**src/rtl/fetch_prefetch_queue_pkg.sv**
```systemverilog
// Shared types for the instruction prefetch queue: FSM states and the
// {instruction, PC+4} entry carried through the FIFO.
package fetch_prefetch_queue_pkg;

  localparam int unsigned INSTR_W = 32;
  localparam logic [31:0] PC_STEP = 32'd4;

  typedef enum logic [1:0] {
    IDLE,
    FETCH,
    DRAIN
  } state_e;

  typedef struct packed {
    logic [INSTR_W-1:0] instr;
    logic [INSTR_W-1:0] pc4;
  } entry_t;

endpackage

```
**src/rtl/fetch_prefetch_queue_fifo.sv**
```systemverilog
// First-word fall-through FIFO of prefetch entries with synchronous flush.
// Kept generic so the data-side buffer can reuse it.
module prefetch_fifo
  import fetch_prefetch_queue_pkg::*;
#(
  parameter int unsigned DEPTH = 4
) (
  input  logic                     clk_i,
  input  logic                     rst_ni,
  input  logic                     flush_i,
  input  logic                     push_i,
  input  entry_t                   data_i,
  input  logic                     pop_i,
  output entry_t                   data_o,
  output logic [$clog2(DEPTH):0]   count_o
);

  localparam int unsigned AW = $clog2(DEPTH);
  localparam int unsigned CW = AW + 1;
  localparam logic [CW-1:0] FULL_CNT = CW'(DEPTH);

  entry_t          mem_q [DEPTH];
  logic [AW-1:0]   wptr_q;
  logic [AW-1:0]   rptr_q;
  logic [CW-1:0]   count_q;
  logic            full;
  logic            push_ok;
  logic            pop_ok;

  assign full    = (count_q == FULL_CNT);
  assign push_ok = push_i && !full;
  assign pop_ok  = pop_i && (count_q != '0);
  assign data_o  = mem_q[rptr_q];
  assign count_o = count_q;

  // Pointers wrap naturally because DEPTH is a power of two.
  always_ff @(posedge clk_i or negedge rst_ni) begin
    if (!rst_ni) begin
      for (int i = 0; i < DEPTH; i++) mem_q[i] <= '0;
      wptr_q  <= '0;
      rptr_q  <= '0;
      count_q <= '0;
    end else if (flush_i) begin
      wptr_q  <= '0;
      rptr_q  <= '0;
      count_q <= '0;
    end else begin
      if (push_ok) begin
        mem_q[wptr_q] <= data_i;
        wptr_q        <= wptr_q + 1'b1;
      end
      if (pop_ok) rptr_q <= rptr_q + 1'b1;
      count_q <= count_q + CW'(push_ok) - CW'(pop_ok);
    end
  end

  push_full_a: assert property (@(posedge clk_i) disable iff (!rst_ni)
    !(push_i && !flush_i && full));

endmodule

```
**src/rtl/fetch_prefetch_queue.sv**
```systemverilog
// Instruction prefetch stage: one outstanding imem request at a time, fetched
// words buffered with their PC+4, flushed and restarted on a taken branch.
module fetch_prefetch_queue
  import fetch_prefetch_queue_pkg::*;
#(
  parameter int unsigned DEPTH    = 4,
  parameter logic [31:0] RESET_PC = 32'h0000_0000
) (
  input  logic                   clk_i,
  input  logic                   rst_ni,
  input  logic                   redirect_i,
  input  logic [31:0]            redirect_pc_i,
  output logic                   imem_req_o,
  output logic [31:0]            imem_addr_o,
  input  logic                   imem_ack_i,
  input  logic [31:0]            imem_rdata_i,
  output logic                   out_valid_o,
  input  logic                   out_ready_i,
  output logic [31:0]            out_instr_o,
  output logic [31:0]            out_pc4_o,
  output logic [$clog2(DEPTH):0] count_o
);

  localparam int unsigned CW = $clog2(DEPTH) + 1;
  localparam logic [CW-1:0] FULL_CNT = CW'(DEPTH);

  state_e        state_q;
  logic [31:0]   fetch_pc_q;
  logic [31:0]   req_addr_q;
  logic          imem_req_q;
  logic [CW-1:0] count;
  logic [CW-1:0] count_d;
  logic [31:0]   next_addr;
  logic [31:0]   redirect_tgt;
  logic          push;
  logic          pop;
  entry_t        push_entry;
  entry_t        head;
  logic          unused_pc_lsbs;

  assign redirect_tgt   = {redirect_pc_i[31:2], 2'b00};
  assign unused_pc_lsbs = ^redirect_pc_i[1:0];
  assign next_addr      = req_addr_q + PC_STEP;
  assign pop            = out_valid_o && out_ready_i && !redirect_i;
  assign push           = (state_q == FETCH) && imem_ack_i && !redirect_i;
  assign count_d        = count + CW'(push) - CW'(pop);
  assign push_entry     = '{instr: imem_rdata_i, pc4: next_addr};

  prefetch_fifo #(
    .DEPTH (DEPTH)
  ) u_fifo (
    .clk_i   (clk_i),
    .rst_ni  (rst_ni),
    .flush_i (redirect_i),
    .push_i  (push),
    .data_i  (push_entry),
    .pop_i   (pop),
    .data_o  (head),
    .count_o (count)
  );

  // A redirect with the request still in flight must wait out the stale ack
  // in DRAIN; otherwise the FSM returns to IDLE and refetches next cycle.
  always_ff @(posedge clk_i or negedge rst_ni) begin
    if (!rst_ni) begin
      state_q    <= IDLE;
      fetch_pc_q <= RESET_PC;
      req_addr_q <= RESET_PC;
      imem_req_q <= 1'b0;
    end else if (redirect_i) begin
      fetch_pc_q <= redirect_tgt;
      if ((state_q == FETCH || state_q == DRAIN) && !imem_ack_i) begin
        state_q <= DRAIN;
      end else begin
        state_q    <= IDLE;
        imem_req_q <= 1'b0;
      end
    end else begin
      case (state_q)
        IDLE: begin
          if (count < FULL_CNT) begin
            req_addr_q <= fetch_pc_q;
            imem_req_q <= 1'b1;
            state_q    <= FETCH;
          end
        end
        FETCH: begin
          if (imem_ack_i) begin
            fetch_pc_q <= next_addr;
            if (count_d < FULL_CNT) begin
              req_addr_q <= next_addr;
            end else begin
              imem_req_q <= 1'b0;
              state_q    <= IDLE;
            end
          end
        end
        DRAIN: begin
          if (imem_ack_i) begin
            imem_req_q <= 1'b0;
            state_q    <= IDLE;
          end
        end
        default: begin
          imem_req_q <= 1'b0;
          state_q    <= IDLE;
        end
      endcase
    end
  end

  assign imem_req_o  = imem_req_q;
  assign imem_addr_o = req_addr_q;
  assign out_valid_o = (count != '0);
  assign out_instr_o = head.instr;
  assign out_pc4_o   = head.pc4;
  assign count_o     = count;

endmodule

```
**config.mk**
```make
export PLATFORM = sky130hd
export DESIGN_NAME = fetch_prefetch_queue
export DESIGN_NICKNAME = d
export VERILOG_FILES = /design/src/rtl/fetch_prefetch_queue_pkg.sv /design/src/rtl/fetch_prefetch_queue_fifo.sv /design/src/rtl/fetch_prefetch_queue.sv
export SDC_FILE = /design/constraint.sdc
export NUM_CORES = 1
export LEC_CHECK = 0
export ABC_AREA = 1
export ABC_CLOCK_PERIOD_IN_PS = 3700
export CAP_MARGIN = 20
export CORE_ASPECT_RATIO = 1.5
export CORE_MARGIN = 5
export CORE_UTILIZATION = 35
export CTS_CLUSTER_DIAMETER = 50
export DETAILED_ROUTE_END_ITERATION = 8
export SLEW_MARGIN = 20
export SYNTH_ARGS = -nofsm -noshare
export SYNTH_HDL_FRONTEND = slang
export SYNTH_HIERARCHICAL = 1
export SYNTH_SLANG_ARGS = --single-unit
```
**constraint.sdc**
```tcl
create_clock -name clk_i -period 3.7 [get_ports clk_i]
set_input_delay 0.74 -clock clk_i [delete_from_list [all_inputs] [get_ports clk_i]]
set_output_delay 0.74 -clock clk_i [all_outputs]
set_load 0.005 [all_outputs]
```
---- Yosys cells after proc, flatten, opt, wreduce, memory -nomap -nowiden ----
Index checks and enable logic that the tools add are counted.
storage, ports and cells
  word-level logic and storage cells ...... 97
  output and inout port bits .............. 101
  bits in registers ....................... 330
  input bits .............................. 69
operators by class
  bitwise gates (word level) .............. 3
  multiplexer cells ....................... 32
  order comparisons ....................... 5
  add/subtract/negate cells ............... 7
  equal/unequal tests ..................... 11
  reductions and logical operators ........ 24
operators by type and width
  operator                                        count
  bitwise mux 256 bit                             1
  two-way mux 32 bit                              6
  two-way mux 64 bit                              3
  binary-select mux 64 bit (select 2 bit)         1
  demux 64 bit (select 2 bit)                     1
  case mux 32 bit (2 select lines)                1
  adder 32 x 3 -> 32 bit (second input constant)  1
  two-way mux 2 bit                               10
  != test 3 bit (second input constant)           4
  AND reduction 5 bit                             2
  nonzero test 2 bit                              5
  logical AND 1 bit                               8
  adder 3 x 1 -> 3 bit                            2
  >= comparator 3 bit (second input constant)     2
  < comparator 3 bit (second input constant)      2
  two-way mux 1 bit                               6
  != test 2 bit (second input constant)           3
  NOT 2 -> 3 bit                                  2
  case mux 2 bit (3 select lines)                 1
  subtractor 3 x 1 -> 3 bit                       2
  adder 2 x 1 -> 2 bit (second input constant)    2
  AND reduction 2 bit                             2
  AND reduction 4 bit                             1
  == test 3 bit (second input constant)           1
  other kinds (11)                                13

---- Longest topological paths before layout ----
Gate-level depths: netlist of the first run.
  word-level depth ........................ 10
  depth in mapped cells ................... 19
  gate-level depth less buffers ........... 16

---- Modules after synthesis ----
The synthesis of the first run kept the hierarchy.
by module, submodules not included
  module                area an instance (sq um)  sequential area each (sq um)  instances  cells an instance
  prefetch_fifo         12,718.4                  6,581.3                       1          1,552
  fetch_prefetch_queue  4,337.9                   1,676.6                       1          648

---- Worst setup path after synthesis of the first run ----
OpenSTA, ideal clock, no wires.
  kind .................................... input -> register
  start ................................... in redirect_i
  end ..................................... reg u_fifo.count_q[2] (netlist: u_fifo/count_o[2])
  stages on the path ...................... 12
  library setup time ...................... 0.117 ns
  data arrival time ....................... 2.606 ns
  slack ................................... 0.977 ns
  required time ........................... 3.583 ns
  cell sequence ........................... buf_2 > nor2_1 > buf_2 > buf_4 > nand2_1 > ha_1 > inv_1 > ha_1 > inv_1 > fa_1 > nor2_1 > nor2_1
between the ends
  word-level cells in the longest chain between the ends .. 6
  elaborated cells on any way between the ends .. 8
  those cells by class .................... 2 x add/sub; 1 x mux; 5 x reduce/logical
RTL lines
  element                    RTL line                         RTL
  start, declared            fetch_prefetch_queue.sv:11       input logic redirect_i,
  logical NOT 1 bit          fetch_prefetch_queue.sv:45       assign push = (state_q == FETCH) && imem_ack_i && !redirect_i;
  logical AND 1 bit          fetch_prefetch_queue.sv:45
  named net push             fetch_prefetch_queue.sv:35       logic push;
  logical AND 1 bit          fetch_prefetch_queue_fifo.sv:31  assign push_ok = push_i && !full;
  adder 3 x 1 -> 3 bit       fetch_prefetch_queue_fifo.sv:53  count_q <= count_q + CW'(push_ok) - CW'(pop_ok);
  subtractor 3 x 1 -> 3 bit  fetch_prefetch_queue_fifo.sv:53
  two-way mux 3 bit          fetch_prefetch_queue_fifo.sv:43  end else if (flush_i) begin
  end signal, assigned       fetch_prefetch_queue_fifo.sv:53
  end, declared              fetch_prefetch_queue_fifo.sv:25  logic [CW-1:0] count_q;
The timed path passes the listed nets, and every way through them passes these cells.
A chain may end at the register's enable or synchronous reset.

---- Final worst setup path of the first run ----
  start ................................... reg u_fifo.rptr_q[0]
  end ..................................... out out_pc4_o[14]
between the ends
  word-level cells in the longest chain between the ends .. 4
RTL lines
  element                                                 RTL line                         RTL
  start, declared                                         fetch_prefetch_queue_fifo.sv:24  logic [AW-1:0] rptr_q;
  start signal, assigned                                  fetch_prefetch_queue_fifo.sv:52  if (pop_ok) rptr_q <= rptr_q + 1'b1;
  NOT 2 -> 3 bit (implied by the code)                    fetch_prefetch_queue_fifo.sv:33  assign data_o = mem_q[rptr_q];
  binary-select mux 64 bit (select 2 bit)                 fetch_prefetch_queue_fifo.sv:33
  two-way mux 64 bit (implied by the code) (2 in series)  fetch_prefetch_queue_fifo.sv:33
  end, declared                                           fetch_prefetch_queue.sv:20       output logic [31:0] out_pc4_o,
No other way between the ends. The select of a mux whose other input is x is not followed.

==> flow_summary.ini, run 1 <==
[yosys]
synth_cell_types = 36
syn-cell-area_um2 = 17100
yosysWarnings = 6
synth_cells = 2200
yosysTopAreaCell = dfrtp_1
ys_async_sr_fraction_pct = 100
synthTopCellsByArea = dfrtp_1, nand2_1, nand4_1, o21ai_0, nor2_1
synth_edf_count = 0
syn_area_per_cell_um2 = 7.75
synth-seq-cells = 330
synth_nets = 2282
synth_flop_cell = dfrtp_1
synth_top_area_share_pct = 48.4
ys_seq_area_share_pct = 48.4

[clock_network]
clock_path_buffers = 3
clkTransAtPathRegs_ns = 0.06
cts_tree = yes
cts_made_buffers = 40
cts.hold.buffers_added = 0
cts_sinks = 330
cts_root_buf = clkbuf_16
htreeDepth = 2
cts_setup_buffers = 0
clk_latency_ns = 0.54
cts.repair.resized = 0

[sta]
slew_viol_final = 0
fmax_mhz = 278
hold_viol = 0
timing.final.crit_share_pct = 97.1
clock_skew_ns = 0.0178
setup_viol = 0
max_slew.worst_pin.slew_ns = 1.03
rsz0062_at_grt = no
maxSlewHeadroom_pct = 31.3
period_minus_slack_ns = 3.59
tns_ns = 0

[die]
dieWidth_um = 190
core_um2 = 48400
rows = 99
die_area_um2 = 53300
ios = 170
die_h_um = 280
start_util_pct = 35.2

[global_route]
grt_pass1_vias = 16000
antenna_found_initial = 0
grt-ovfl-total = 0
grt_max_degree = 145
grt_pass1_wl_um = 89400
grt_use_total_pct = 20.8

[layout]
layout_common_cells = nand2_1, dfrtp_1, nand4_1
fillCellCount = 4923
area_delta_synth_final_pct = 19.7
nets = 2354
layout.cells.most_common = nand2_1
drive_above_1_share_pct = 6.82
diodes = 0

[worst_setup_path]
critical_path_class = reg2out
critPathMaxFanout = 55
crit_required_ns = 2.96
crit_arrival_ns = 2.85
cp-end-kind = output pin
cp_slowest_cell = dfrtp_4
path_buf_inv = 3
cp_top_family = buffers and inverters
start_kind = flop
cp_slowest_stage_delay_ns = 0.66
crit_chain = inv_6, buf_12, o21ai_0, o22ai_1, clkdlybuf4s50_1

[drt]
wl_per_cell_um = 19.1
drc = 0
wl_um = 56500
vias = 16000
via_per_inst = 5.40
antenna_left = 0
dr.pass1.iters = 6
first_iter_violations = 1389

[placed_design]
dp_hpwl_um = 33500
place.gp.congestion = 0.891
io_buffers = 167

[pwr]
p_leak_nw = 10.1
total_power_mw = 12.8
p_per_area_nw_per_um2 = 625
ir_drop_mv = 0.340

[outcome]
outcome = completed

[hold_path]
hp-class = in2async

[run]
maxCapViolations = 0
area by class of cell:
type	count	area (um^2)	share of cell area, %
clock buffer	54	1130	5.56
sequential	330	8260	40.5
tap	656	821	4.02
multi-input combinational	1619	7670	37.6
inverter	75	297	1.45
clock inverter	17	154	0.754
timing repair buffer	206	2080	10.2
registers in the layout (all words and copies together), names as in the netlist:
name / cells
fetch_pc_q: 32
u_fifo/rptr_q: 2
state_q: 2
u_fifo/mem_q: 256
u_fifo/wptr_q: 2
u_fifo/count_o: 3
imem_addr_o: 32
imem_req_o: 1
cell usage after synthesis (7+ instances only):
cell / count
ha_1: 12
nor2_1: 184
nand4_1: 260
dfrtp_1: 330
o22ai_1: 65
buf_4: 16
nand3_1: 73
inv_2: 8
inv_1: 66
and2_1: 7
clkbuf_1: 55
buf_1: 13
buf_2: 86
o211ai_1: 7
nand2_1: 794
a21oi_1: 14
o21ai_0: 155
per-layer routing:
metal	share of wire [%]	global-route usage [%]
met5	0	0
met4	3.8	8.14
met3	6.0	2.75
met2	49	35.3
met1	41	26.9
path summary, 6_finish.rpt:
check	to	slack, ns	startpoint	depth (start not counted)
max	out_pc4_o[14]	0.11	u_fifo/rptr_q[0]	5
min	fetch_pc_q[6]	0.14	rst_ni	1
max reg2reg	imem_addr_o[29]	0.90	u_fifo/count_o[2]	15
min reg2reg	u_fifo/mem_q[115]	0.47	u_fifo/mem_q[115]	2
max in group asynchronous	u_fifo/mem_q[171]	2.64	rst_ni	2
min in group clk_i	u_fifo/mem_q[115]	0.47	u_fifo/mem_q[115]	2
logic make-up after synthesis:
| family | after synthesis | synth area share [%] |
|---|---|---|
| buffers and inverters | 251 | 6.74 |
| AOI/OAI and AO/OA | 248 | 8.06 |
| DFF | 330 | 48.4 |
| adders and majority gates | 13 | 0.998 |
| xor gates and xnor gates | 9 | 0.506 |
| and+or+nand+nor | 1349 | 35.3 |
report_power, final:
part           switching, mW  internal, mW  leakage [nW]
Clock                   1.61          2.25         0.622
Combinational           2.34          1.71          5.07
Sequential             0.552          4.30          4.42
Total                   4.50          8.25          10.1
stage by stage:
stage          area (um^2)  hold slack [ns]  worst slack (ns)  std cells  util (%)
2_1_floorplan        17100            0.444             0.977       2200         -
3_3_place_gp         19100            0.457             0.564       2886      39.5
3_5_place_dp         19100            0.460             0.517       2886      39.5
4_1_cts              20400            0.146           0.00966       2957      42.1
5_1_grt              20400            0.167            0.0109       2957      42.2
6_report             20400            0.138             0.106       2957      42.2
No activity file was read; power rests on OpenSTA's default activity.
==> run 2: changes to the inputs <==
--- a/config.mk
+++ b/config.mk
@@ -10,9 +10,10 @@
 export CAP_MARGIN = 20
 export CORE_ASPECT_RATIO = 1.5
 export CORE_MARGIN = 5
-export CORE_UTILIZATION = 35
+export CORE_UTILIZATION = 25
 export CTS_CLUSTER_DIAMETER = 50
 export DETAILED_ROUTE_END_ITERATION = 8
+export PLACE_DENSITY = 0.51
 export SLEW_MARGIN = 20
 export SYNTH_ARGS = -nofsm -noshare
 export SYNTH_HDL_FRONTEND = slang
==> run 2 against run 1 <==
Effect of this change: sequential cell count did not move; total power rose by 5.2%; critical path depth rose by 1; critical endpoint is now out_instr_o[27]; largest cell class unchanged.
==> flow_summary.ini, run 2 (same netlist as run 1, synthesis figures left out) <==
[die]
ios = 170
dieWidth_um = 223
core_um2 = 67800
start_util_pct = 25.2
die_area_um2 = 73700
rows = 117
die_h_um = 330

[sta]
timing.final.crit_share_pct = 94.4
rsz0062_at_grt = no
hold_viol = 0
slew_viol_final = 0
tns_ns = 0
setup_viol = 0
clock_skew_ns = 0.0230
max_slew.worst_pin.slew_ns = 1.10
period_minus_slack_ns = 3.49
fmax_mhz = 286
maxSlewHeadroom_pct = 26.3
whs_ns = 0.131

[global_route]
grt_pass1_wl_um = 96900
grt-ovfl-total = 0
grt_pass1_vias = 16000
antenna_found_initial = 1
grt_max_degree = 180
grt_use_total_pct = 16.6

[drt]
drc = 0
via_per_inst = 5.03
dr.pass1.iters = 7
wl_um = 63500
antenna_left = 0
wl_per_cell_um = 19.8
vias = 16100
first_iter_violations = 1528

[clock_network]
htreeDepth = 2
cts_root_buf = clkbuf_16
clock_path_buffers = 3
clkTransAtPathRegs_ns = 0.06
cts_sinks = 330
cts.hold.buffers_added = 0
cts_made_buffers = 44
cts_tree = yes
clk_latency_ns = 0.58

[layout]
layout.cells.most_common = nand2_1
drive_above_1_share_pct = 7.47
layout_common_cells = nand2_1, dfrtp_1, nand4_1
largest_register_ffs = 256
fin_cells = 3209
area_delta_synth_final_pct = 23.4
diodes = 0
fillCellCount = 7182
nets = 2368
top_register = u_fifo/mem_q

[worst_setup_path]
start_kind = flop
cp-startpoint = u_fifo/rptr_q[0]
crit_required_ns = 2.96
critical_path_class = reg2out
path_buf_inv = 4
cp_top_family = buffers and inverters
critPathMaxFanout = 40
cp_slowest_cell = dfrtp_4
crit_arrival_ns = 2.75
cp_slowest_stage_delay_ns = 0.62
crit_chain = inv_8, buf_12, buf_4, o21ai_0, o22ai_1, clkdlybuf4s50_1
cp-end-kind = output pin
timing.rr.start = u_fifo/count_o[1]

[pwr]
combinationalPowerShare_pct = 30.9
power_frac_seq_pct = 36.2
swShare_pct = 35.3
p_per_area_nw_per_um2 = 637
intPower_mw = 8.67
total_power_mw = 13.4
p_leak_nw = 10.3
switchingPower_mw = 4.74
p_clk_share_pct = 32.8
ir_drop_mv = 0.324

[outcome]
outcome = completed

[placed_design]
io_buffers = 167
dp_hpwl_um = 38100
dp.cells = 3131
place.gp.congestion = 0.860

[hold_path]
hp-class = in2async

[run]
maxCapViolations = 0
==> run 2: layout make-up <==
| class | instances | area [um^2] | share of cell area [%] |
|---|---|---|---|
| Sequential cell | 330 | 8260 | 39.2 |
| Inverter | 75 | 299 | 1.42 |
| Multi-Input combinational cell | 1619 | 7700 | 36.6 |
| Tap cell | 892 | 1120 | 5.30 |
| Clock inverter | 21 | 265 | 1.26 |
| Timing Repair Buffer | 216 | 2190 | 10.4 |
| Clock buffer | 56 | 1220 | 5.78 |
==> run 2: worst paths after layout <==
| check | depth (start not counted) | end | slack, ns |
|---|---|---|---|
| worst max-delay path | 6 | out_instr_o[27] | 0.21 |
| worst min-delay path | 1 | fetch_pc_q[6] | 0.13 |
| worst max register to register | 14 | imem_addr_o[25] | 1.03 |
| worst min register to register | 2 | u_fifo/mem_q[191] | 0.47 |
| max in group asynchronous | 2 | u_fifo/mem_q[229] | 2.43 |
| min in group clk_i | 2 | u_fifo/mem_q[191] | 0.47 |
==> run 2: what timing repair did <==
action,4_1_cts,5_1_grt
pin swaps,0,0
endpoints found under the setup margin,5,12
cloned,0,0
hold endpoints to repair,0,0
resized for setup,2,2
setup buffers,0,1
==> run 2: stage by stage <==
step                cell area (um^2)  util [%]  setup WS, ns
detailed placement             19500      28.8         0.412
global placement               19500      28.8         0.384
finish                         21100      31.1         0.207
floorplan                      17100         -         0.977
global route                   21100      31.1        0.0494
CTS                            21000      31.0        0.0144
==> run 2: power groups by stage <==
stage | combinational (mW) | sequential (mW) | clock [mW]
2_1_floorplan | 2.20 | 4.76 | 0
3_3_place_gp | 4.16 | 4.89 | 0
3_5_place_dp | 4.21 | 4.91 | 0
4_1_cts | 4.23 | 4.86 | 4.52
5_1_grt | 4.62 | 4.95 | 4.67
6_report | 4.15 | 4.86 | 4.40
==> run 2: per-layer routing <==
metal | vias up | global-route usage (%) | part of all wire, %
li1 | 7545 | - | -
met5 | - | 0 | 0
met1 | 7907 | 20.8 | 42
met2 | 572 | 28.8 | 49
met3 | 122 | 2.72 | 5.4
met4 | 0 | 5.88 | 3.4
==> RTL change 1 (settings of run 2) <==
Re-encode `state_e` (3 states) as one-hot, 3 bits wide.
--- a/src/rtl/fetch_prefetch_queue_pkg.sv
+++ b/src/rtl/fetch_prefetch_queue_pkg.sv
@@ -5,10 +5,10 @@
   localparam int unsigned INSTR_W = 32;
   localparam logic [31:0] PC_STEP = 32'd4;
 
-  typedef enum logic [1:0] {
-    IDLE,
-    FETCH,
-    DRAIN
+  typedef enum logic [2:0] {
+    IDLE  = 3'b001,
+    FETCH = 3'b010,
+    DRAIN = 3'b100
   } state_e;
 
   typedef struct packed {
Behaviour: no difference found for any inputs over 4 cycles, from zero or initial values and one cycle with rst_ni low; so few cycles prove little.
==> RTL change 1 against run 2 <==
- global-route usage down 0.12 points
- sequential cell count is 1 higher
- final area is 0.11% lower
- wire length fell by 1.6%
- total power down 12%
- count of clock-buffer cells in the layout grew 5
- synthesized area is 0.16% higher
- worst setup slack improved by 55 ps
- maximum frequency increased by 1.6%
- worst hold slack worse by 71 ps
- highest routed layer unchanged
==> RTL change 1: results (changes against run 2) <==
Status: completed
# Post-CTS Setup Buffers: 0 (unchanged)
Sequential area share after synthesis: 48.5% (+0.076 points)
Crit path max fanout: 20 (-50%)
Clk Tree Root Cell: clkbuf_16
Synth area leaders: dfrtp_1 (48%), nand2_1 (18%), nand4_1 (9.6%), o21ai_0 (4.4%), nor2_1 (3.9%)
GPL Wtd Cong: 0.844 (-1.8%)
CTS Buffer Depth: 3 (unchanged)
Htree depth: 2 (unchanged)
Drt pass-1 iters: 5 (-2)
WL final: 62400 um (-1.6%)
Synth async-reset ratio: 100% (unchanged)
TritonCTS Buffers: 44 (unchanged)
YS warnings: 6 (unchanged)
Post-CTS resize count: 0 (-2)
Worst vdd ir: 0.314 mV (-3.0%)
HPWL after DPL: 37200 um (-2.5%)
Most flops, register: u_fifo/mem_q
Antenna violations before repair: 0 (-1)
Met3 GRT Util: 2.92% (+0.20 points)
Critical R2R Capture: imem_addr_o[11]$_DFFE_PN0P_
Largest net degree at the start of global routing: 160 (-11%)
Worst Reg-to-Reg Cells: 16 (+2)
Layout Nets: 2370 (+0.084%)
Worst Hold Class: primary input to asynchronous set/reset pin
All-Layer GR Usage: 16.4% (-0.12 points)
R2r startpoint: u_fifo/count_o[2]$_DFF_PN0_
N_diodes: 0 (unchanged)
Fraction of layout cells with a size suffix above 1: 7.57% (+0.10 points)
GRT met2 Usage: 28.0% (-0.77 points)
Yosys cell types: 36 (unchanged)
FILL cells: 7239 (+0.79%)
Max_slew headroom: 28.0% (+1.7 points)
Final Hold Viols: 0 (unchanged)
DRT iter0 DRCs: 1564 (+2.4%)
Pint: 8.04 mW (-7.3%)
Clock Skews: 21.7 ps (-1.34 ps)
Total nets after synthesis: 2286 (+0.18%)
Leak Pwr: 10.4 nW (+1.2%)
Met1 Track Usage GR: 20.9% (about the same)
Via/cell ratio: 5.04 (+0.17%)
Largest register FFs: 256 (unchanged)
Vias in the first global route: 16.4k (+2.1%)
First-pass GRT wire length: 96600 um (-0.32%)
Port bufs: 167 (unchanged)
Crit path DAT: 2700 ps (-50 ps)
R2r setup slk: 900 ps (-130 ps)
Most common library cells after synthesis: nand2_1 (806), dfrtp_1 (330), nand4_1 (262)
Reg clk slew, reported paths: 60 ps (about the same)
Clk Latency, worst-skew pair: 570 ps
RTL change 1: worst max path at each step:
stage                                  from                           to  cells past startpoint
4_1_cts        u_fifo/rptr_q[0]$_DFFE_PN0P_               out_instr_o[8]                      6
3_3_place_gp                    out_ready_i  imem_addr_o[12]$_DFFE_PN0P_                     15
2_1_floorplan                    redirect_i  u_fifo/count_o[2]$_DFF_PN0_                     14
3_5_place_dp                    out_ready_i  imem_addr_o[15]$_DFFE_PN0P_                     15
6_report       u_fifo/rptr_q[0]$_DFFE_PN0P_               out_instr_o[8]                      6
5_1_grt        u_fifo/rptr_q[0]$_DFFE_PN0P_               out_instr_o[9]                      6
RTL change 1: power by group through the flow:
stage / sequential (mW) / combinational (mW) / clock, mW
floorplan: 4.45 / 1.36 / 0
global placement: 4.56 / 2.92 / 0
detailed placement: 4.56 / 2.95 / 0
CTS: 4.51 / 2.97 / 4.56
global route: 4.58 / 3.23 / 4.71
finish: 4.52 / 2.91 / 4.43
RTL change 1: worst max-delay path, stage by stage, from the launching register on:
cell and delay, ps:
dfrtp_4 500, inv_4 260, buf_4 240, buf_4 270, nor2_1 80, o22ai_1 220
clkdlybuf4s50_1 540
RTL change 1: kinds of logic (layout without fill, tap and decap cells):
kind of cell             Yosys count  in the layout  synth area share, %
multiplexers                       2              2                0.117
XOR/XNOR                          10             10                0.513
flip-flops                       331            331                 48.5
AO/OA/AOI/OAI                    238            238                 7.72
buffers and inverters            254            372                 6.84
AND/OR/NAND/NOR                 1362           1362                 35.5
adder cells (fa/ha/maj)           10             10                0.776
RTL change 1: per-stage QoR:
step / util, % / setup WS, ps / hold slack [ps] / instance area (um2) / cells
after floorplan: - / 938 / 444 / 17100 / 2207
after global placement: 28.8 / 457 / 457 / 19500 / 3137
after detailed placement: 28.8 / 464 / 460 / 19500 / 3137
after CTS: 31.0 / 178 / 55.4 / 21000 / 3217
after global routing: 31.0 / 132 / 67.0 / 21000 / 3217
final: 31.0 / 261 / 60.4 / 21000 / 3217
RTL change 1: final cells by class:
type / instances / share of cell area [%]
Clock inverter: 19 / 1.15
Tap cell: 892 / 5.31
Inverter: 79 / 1.46
Timing Repair Buffer: 213 / 10.4
Sequential cell: 331 / 39.4
Clock buffer: 61 / 5.98
Multi-Input combinational cell: 1622 / 36.3
RTL change 1: layer usage:
layer / part of all wire [%] / up-vias
met5: 0 / -
met4: 3.6 / 0
met3: 6.2 / 138
met2: 48 / 618
met1: 42 / 7897
li1: - / 7560
==> RTL change 2 (flow settings as in run 2) <==
Made on the original files. `DEPTH` is set to 4 in 2 places; all go to 2.
--- a/src/rtl/fetch_prefetch_queue_fifo.sv
+++ b/src/rtl/fetch_prefetch_queue_fifo.sv
@@ -3,7 +3,7 @@
 module prefetch_fifo
   import fetch_prefetch_queue_pkg::*;
 #(
-  parameter int unsigned DEPTH = 4
+  parameter int unsigned DEPTH = 2
 ) (
   input  logic                     clk_i,
   input  logic                     rst_ni,
--- a/src/rtl/fetch_prefetch_queue.sv
+++ b/src/rtl/fetch_prefetch_queue.sv
@@ -3,7 +3,7 @@
 module fetch_prefetch_queue
   import fetch_prefetch_queue_pkg::*;
 #(
-  parameter int unsigned DEPTH    = 4,
+  parameter int unsigned DEPTH    = 2,
   parameter logic [31:0] RESET_PC = 32'h0000_0000
 ) (
   input  logic                   clk_i,
Ports: changed (resized count_o); port bits go from 170 to 169. No check against the original RTL was run, so the function may have changed too.
==> RTL change 2 against run 2 <==
- sequential power shrank 32%
- synthesized area shrank 38%
- wire length shrank 47%
- worst setup slack gained 390 ps
- utilization grew 0.55 points
- total power shrank 38%
- final area shrank 37%
- sequential cell count shrank 131
- worst hold slack gained 170 ps
- first-iteration DRC count shrank 52%
- combinational power shrank 26%
- maximum frequency grew 12%
==> RTL change 2: results (changes against run 2) <==
Status: completed
Port bufs: 166 (-0.60%)
Largest net degree at the start of global routing: 159 (-12%)
Multi-input comb cells: 1067 (-34%)
Crit path DAT: 2370 ps (-380 ps)
FILL cells: 4473 (-38%)
R2r startpoint: state_q[1]$_DFFE_PN0P_
Multi-input logic area: 4820 um2 (-37%)
GPL Wtd Cong: 0.805 (-6.3%)
Yosys cell types: 32 (-11%)
Critical R2R Capture: imem_addr_o[5]$_DFFE_PN0P_
Worst Reg-to-Reg Cells: 15 (+1)
Worst vdd ir: 0.337 mV (+4.2%)
Synth area leaders: dfrtp_1 (47%), nand2_1 (27%), nand4_1 (7.8%), nand3_1 (3.2%), buf_2 (2.7%)
Leak Pwr: 6.51 nW (-37%)
Htree depth: 4 (+2)
Critical path origin: u_fifo/rptr_q$_DFFE_PN0P_
Most common library cells after synthesis: nand2_1 (745), dfrtp_1 (199), nand4_1 (131)
CTS Buffer Depth: 2 (-1)
All-Layer GR Usage: 14.6% (-2.0 points)
Mapped Cells: 1408 (-36%)
Layout Nets: 1602 (-32%)
DR WL/cell: 15.9 um (-20%)
DRT iter0 DRCs: 727 (-52%)
First-pass GRT wire length: 52800 um (-46%)
Count of non-CTS buffers in the layout: 188 (-13%)
TritonCTS Buffers: 17 (-61%)
Reg area: 4980 um2 (-40%)
Sequential area share after synthesis: 47.5% (-0.95 points)
Met3 GRT Util: 2.67% (-0.054 points)
Clock buffers: 21 (-63%)
R2r setup slk: 1180 ps (+150 ps)
Non-filler cells, final: 2101 (-35%)
Via/cell ratio: 4.53 (-10%)
==> RTL change 2: cell count changes in the layout (fill, tap and decap cells not counted), moves of 17 or more <==
cell / run 2 / this run
nor2_1: 183 / 54
nand2_1: 794 / 745
o22ai_1: 65 / 1
buf_4: 35 / 16
nand4_1: 260 / 131
inv_1: 65 / 48
dfrtp_1: 328 / 198
clkbuf_16: 45 / 17
o21ai_0: 155 / 15
==> RTL change 2: power by group <==
group	internal [mW]	switching (mW)	total (mW)
logic	1.42	1.66	3.08
registers	2.80	0.512	3.31
clock network	1.07	0.869	1.94
==> RTL change 2: cells by family after synthesis <==
kind of cell | share of synthesized area, %
DFF | 47.5
AOI/OAI and AO/OA | 1.38
and+or+nand+nor | 41.7
xor gates and xnor gates | 1.49
buffers and inverters | 7.02
muxes | 0.0954
adders and majority gates | 0.835
==> RTL change 2: per-stage QoR <==
step                      util (%)  hold WS (ps)
after floorplan                  -           442
after global placement        30.2           453
after detailed placement      30.2           458
after CTS                     31.6           328
after global routing          31.6           340
final                         31.6           301
